### src/rtl/sad_pkg.sv
// rtl/sad_pkg.sv - shared widths, scanner state encoding and SAD clear value
package sad_pkg;

    localparam int SAD_W_DEF   = 32;
    localparam int COORD_W_DEF = 8;

    localparam logic [SAD_W_DEF-1:0] SAD_MAX = '1;

    typedef enum logic [1:0] {
        IDLE = 2'd0,
        SCAN = 2'd1,
        DONE = 2'd2
    } scanState_t;

endpackage

### src/rtl/sad_min_tracker.sv
// rtl/sad_min_tracker.sv - running minimum SAD with the raster position where it occurred
module sad_min_tracker
    import sad_pkg::*;
#(
    parameter int SAD_W   = SAD_W_DEF,
    parameter int COORD_W = COORD_W_DEF
) (
    input  logic               Clk,
    input  logic               Reset,
    input  logic               clear,
    input  logic               valid,
    input  logic [SAD_W-1:0]   sadIn,
    input  logic [COORD_W-1:0] x,
    input  logic [COORD_W-1:0] y,
    output logic [SAD_W-1:0]   minSad,
    output logic [COORD_W-1:0] minX,
    output logic [COORD_W-1:0] minY
);

    localparam logic [SAD_W-1:0] MIN_INIT = SAD_W'(SAD_MAX);

    // Strict compare: on a tie the earlier raster position is kept.
    always_ff @(posedge Clk or posedge Reset) begin
        if (Reset) begin
            minSad <= MIN_INIT;
            minX   <= '0;
            minY   <= '0;
        end else if (clear) begin
            minSad <= MIN_INIT;
            minX   <= '0;
            minY   <= '0;
        end else if (valid && (sadIn < minSad)) begin
            minSad <= sadIn;
            minX   <= x;
            minY   <= y;
        end
    end

endmodule

### src/rtl/sad_window_scanner.sv
// rtl/sad_window_scanner.sv - raster scan of search-window positions tracking the minimum SAD
module sad_window_scanner
    import sad_pkg::*;
#(
    parameter int SAD_W   = SAD_W_DEF,
    parameter int COORD_W = COORD_W_DEF,
    parameter int CNT_W   = 16
) (
    input  logic               Clk,
    input  logic               Reset,
    input  logic               start,
    input  logic [COORD_W-1:0] frame_cols,
    input  logic [COORD_W-1:0] frame_rows,
    input  logic [COORD_W-1:0] win_cols,
    input  logic [COORD_W-1:0] win_rows,
    input  logic               sad_valid,
    input  logic [SAD_W-1:0]   sad_in,
    output logic [COORD_W-1:0] cur_x,
    output logic [COORD_W-1:0] cur_y,
    output logic               row_skip,
    output logic [SAD_W-1:0]   min_sad,
    output logic [COORD_W-1:0] min_x,
    output logic [COORD_W-1:0] min_y,
    output logic [CNT_W-1:0]   win_count,
    output logic               busy,
    output logic               done,
    output logic               cfg_err
);

    scanState_t         state, nextState;
    logic [COORD_W-1:0] xLast, yLast;
    logic               cfgBad, accept, atRowEnd, atLastRow;

    assign cfgBad = (frame_cols == '0) || (frame_rows == '0) ||
                    (win_cols == '0) || (win_rows == '0) ||
                    (win_cols > frame_cols) || (win_rows > frame_rows);

    // start takes priority, so a SAD arriving with it is dropped.
    assign accept    = (state == SCAN) && sad_valid && !start;
    assign atRowEnd  = (cur_x == xLast);
    assign atLastRow = (cur_y == yLast);

    always_ff @(posedge Clk or posedge Reset) begin
        if (Reset) begin
            state <= IDLE;
        end else begin
            state <= nextState;
        end
    end

    always_comb begin
        nextState = state;
        if (start) begin
            nextState = cfgBad ? DONE : SCAN;
        end else if (accept && atRowEnd && atLastRow) begin
            nextState = DONE;
        end
    end

    always_ff @(posedge Clk or posedge Reset) begin
        if (Reset) begin
            xLast     <= '0;
            yLast     <= '0;
            cur_x     <= '0;
            cur_y     <= '0;
            win_count <= '0;
            row_skip  <= 1'b0;
            cfg_err   <= 1'b0;
        end else if (start) begin
            xLast     <= frame_cols - win_cols;
            yLast     <= frame_rows - win_rows;
            cur_x     <= '0;
            cur_y     <= '0;
            win_count <= '0;
            row_skip  <= 1'b0;
            cfg_err   <= cfgBad;
        end else begin
            row_skip <= 1'b0;
            if (accept) begin
                if (win_count != '1) begin
                    win_count <= win_count + 1'b1;
                end
                // On the last window x/y hold so they still name it in DONE.
                if (!atRowEnd) begin
                    cur_x <= cur_x + 1'b1;
                end else if (!atLastRow) begin
                    cur_x    <= '0;
                    cur_y    <= cur_y + 1'b1;
                    row_skip <= 1'b1;
                end
            end
        end
    end

    sad_min_tracker #(
        .SAD_W   (SAD_W),
        .COORD_W (COORD_W)
    ) u_min_tracker (
        .Clk    (Clk),
        .Reset  (Reset),
        .clear  (start),
        .valid  (accept),
        .sadIn  (sad_in),
        .x      (cur_x),
        .y      (cur_y),
        .minSad (min_sad),
        .minX   (min_x),
        .minY   (min_y)
    );

    assign busy = (state == SCAN);
    assign done = (state == DONE);

endmodule

### config.mk
export PLATFORM = sky130hd
export DESIGN_NAME = sad_window_scanner
export DESIGN_NICKNAME = d
export VERILOG_FILES = /design/src/rtl/sad_pkg.sv /design/src/rtl/sad_min_tracker.sv /design/src/rtl/sad_window_scanner.sv
export SDC_FILE = /design/constraint.sdc
export NUM_CORES = 1
export LEC_CHECK = 0
export CAP_MARGIN = 25
export CORE_MARGIN = 10
export CORE_UTILIZATION = 40
export CTS_CLUSTER_SIZE = 20
export DETAILED_ROUTE_END_ITERATION = 6
export PLACE_DENSITY = 0.66
export SLEW_MARGIN = 20
export SYNTH_ARGS = -nofsm -noshare
export SYNTH_HDL_FRONTEND = slang
export SYNTH_HIERARCHICAL = 1
export SYNTH_SLANG_ARGS = --single-unit
### constraint.sdc
create_clock -name Clk -period 5.93 [get_ports Clk]
set_clock_uncertainty 0.2 [all_clocks]
set_input_delay 1.186 -clock Clk [delete_from_list [all_inputs] [get_ports Clk]]
set_output_delay 1.186 -clock Clk [all_outputs]
set_load 0.005 [all_outputs]
==> flow_metrics.tcl <==
set metrics [dict create \
    syn_inst 717 \
    met3_length_um 1276 \
    maxCapViolations 0 \
    cts_buffers 9 \
    dp_hpwl_um 12590 \
    route.met2.wl_um 7188 \
    rsz0062_at_grt "no" \
    cts_setup_buffers 0 \
    cts-resized-gates 0 \
    synth_ff_type "dfrtp_1" \
    drtIter0Drc 271 \
    netlist_area_um2 6623 \
    grt_pass1_wl_um 28030 \
    rows 46 \
    hold_buffers 0 \
    cts_sinks 100 \
    wl_per_cell_um 15.84 \
    cellPowerDensity_nw_per_um2 181.7 \
    max_freq_mhz 252.7 \
    totalNegativeSetupSlack_ns 0 \
    first_global_vias 5477 \
    place.gp.congestion 0.8141 \
    ys_top_cells_by_area "dfrtp_1, dfstp_2, ha_1, mux2i_1, nor2_1" \
    grt_overflow 0 \
    synth-async-reset-ratio_pct 100.0 \
    htree_levels 3 \
    cts_tree "yes" \
    critical_path_class "primary input to flop" \
    antenna_found_initial 0 \
    io_buffers 151 \
    holdWs_ns 0.3045 \
    final_util_pct 53.51 \
    cp-start-kind "primary input" \
    dieArea_um2 22100 \
    layout.nets 973 \
    grt_max_degree 107 \
    gr-usage-all-layers_pct 15.44 \
    hold_class "flop to flop" \
    wirelength_um 17020 \
    synth_enable_flop_cells 0 \
    drtAntennaViolNets 0 \
    ff2ff_setup_slack_ns 2.69 \
    hold_path_depth 1 \
    r2r_end "u_min_tracker/minSad[13]" \
    fillers 1477 \
    reg2reg_from "u_min_tracker/minSad[26]" \
    ys_ff_latch 100 \
    antenna_cells 0 \
    wl_met1_um 8333 \
    crit_fanout 32 \
    syn2layout_area_growth_pct 29.74 \
    crit_arrival_ns 4.03 \
    synth_top_cell_area_share_pct 25.69 \
    fin_crit_ns 3.957 \
    die_h_um 148.7 \
    holdCritStartpoint "yLast[4]" \
    drive_gt1_share_pct 8.392 \
    synth.net_count 837 \
    via_per_inst 5.079 \
    core_area_um2 16060 \
    p_leak_nw 3.731 \
    period_share_pct 66.73 \
    drt_pass1_iterations 5 \
    clk_path_buf_depth 2 \
    worstMarginPinSlew_ns 0.9875 \
    ios 152 \
    design_area_um2 8592 \
    cts-root-buf "clkbuf_16" \
    start_util_pct 41.24 \
    die_x_um 148.7 \
    dpl_cell_area_um2 8308 \
    relSlewSlack_pct 34.16 \
    ys_seq_area_share_pct 38.39 \
    vias 5455 \
    cp-end-kind "flop" \
    min_delay_worst_endpoint "yLast[4]" \
    synth.distinct_cells 64 \
    clk_latency_ns 0.35 \
    finalSetupViolCount 0 \
    peakVddDrop_uv 140.7 \
    yosysTopAreaCell "dfrtp_1" \
    drc_errors 0 \
    rr_worst_depth 9 \
    clkSlewWorstSetupHoldPaths_ns 0.07 \
    yosysWarnings 6 \
    synth_area_per_cell_um2 9.237 \
    finalHoldViolCount 0 \
    top_layer "met4" \
    status "finished clean" \
    drv_slew 0 \
    required_ns 6.00 \
]
[layer usage]
layer | vias to the layer above | track usage [%]
met5 | - | 0
met4 | 0 | 5.302
met3 | 13 | 3.975
met2 | 135 | 22.45
met1 | 2542 | 21.60
li1 | 2765 | -
[per-stage QoR]
stage,setup WS (ns),cells,total power [mW]
floorplan,2.535,717,0.8906
global placement,1.671,1058,0.9947
detailed placement,1.616,1058,0.9979
CTS,1.974,1074,1.587
global route,1.838,1074,1.645
finish,1.973,1074,1.561
[sequential cells by signal, summed over array words and instances (netlist names), 2 cells and up]
name / flops
u_min_tracker/minY: 8
yLast: 8
cur_x: 8
xLast: 8
u_min_tracker/minX: 8
u_min_tracker/minSad: 32
state: 2
cur_y: 8
win_count: 16
[layout by cell type (no fill, tap or decap), types with 7 or more instances in the layout]
master	Yosys	routed
a21oi_1	31	31
clkbuf_16	0	10
clkdlybuf4s50_1	0	150
dfrtp_1	68	68
dfstp_2	32	32
ha_1	50	50
inv_1	73	71
mux2i_1	51	51
nand2_1	35	35
nand2b_1	35	35
nand3_1	17	17
nand4_1	8	8
nor2_1	94	94
nor2b_1	11	11
nor3_1	10	10
nor4_1	12	12
o21a_1	7	7
o21ai_0	15	15
o31ai_1	9	9
xor2_1	18	18
[cells in the mapped netlist, types with 7 or more instances]
library cell	instances
nor2_1	94
inv_1	73
dfrtp_1	68
mux2i_1	51
ha_1	50
nand2_1	35
nand2b_1	35
dfstp_2	32
a21oi_1	31
clkbuf_1	19
xor2_1	18
nand3_1	17
o21ai_0	15
nor4_1	12
nor2b_1	11
nor3_1	10
o31ai_1	9
nand4_1	8
o21a_1	7
[where the power goes]
group          leakage (nW)  total [mW]  internal [mW]  switching [mW]
Combinational          2.35       0.252          0.126           0.126
Clock                 0.139       0.578          0.322           0.255
Sequential             1.24       0.731          0.708          0.0227
[critical path: stages]
cell and delay [ns]:
clkdlybuf4s50_1 0.43, ha_1 0.34, a21oi_1 0.15, nand2_1 0.07
a221oi_1 0.38, o211ai_1 0.17, a31oi_4 0.71, buf_12 0.34
mux2i_1 0.23
[final cells by class]
class,count,area [µm²],area share (%)
Tap cell,216,270.3,3.145
Clock buffer,15,279.0,3.247
Clock inverter,1,5.005,0.05825
Timing Repair Buffer,155,1551,18.06
Inverter,73,274.0,3.189
Sequential cell,100,2542,29.59
Multi-Input combinational cell,514,3670,42.71
[cell families after synthesis]
logic type               synth area share (%)
AND/OR/NAND/NOR                         21.20
flip-flops                              38.39
buffers and inverters                   6.424
multiplexers                            8.898
XOR/XNOR                                3.174
adder cells (fa/ha/maj)                 10.05
AO/OA/AOI/OAI                           11.86
[how the worst max path moves through the flow]
stage / start / cells after the start / end / slack [ns]
finish: sad_in[26] / 9 / u_min_tracker/minSad[13] / 1.97
global route: sad_in[23] / 9 / u_min_tracker/minSad[3] / 1.84
CTS: sad_in[26] / 9 / u_min_tracker/minSad[13] / 1.97
detailed placement: sad_in[26] / 9 / u_min_tracker/minSad[13] / 1.62
global placement: sad_in[26] / 9 / u_min_tracker/minSad[27] / 1.67
floorplan: start / 12 / u_min_tracker/minX[0] / 2.53
Power figures use the tool's default switching activity.
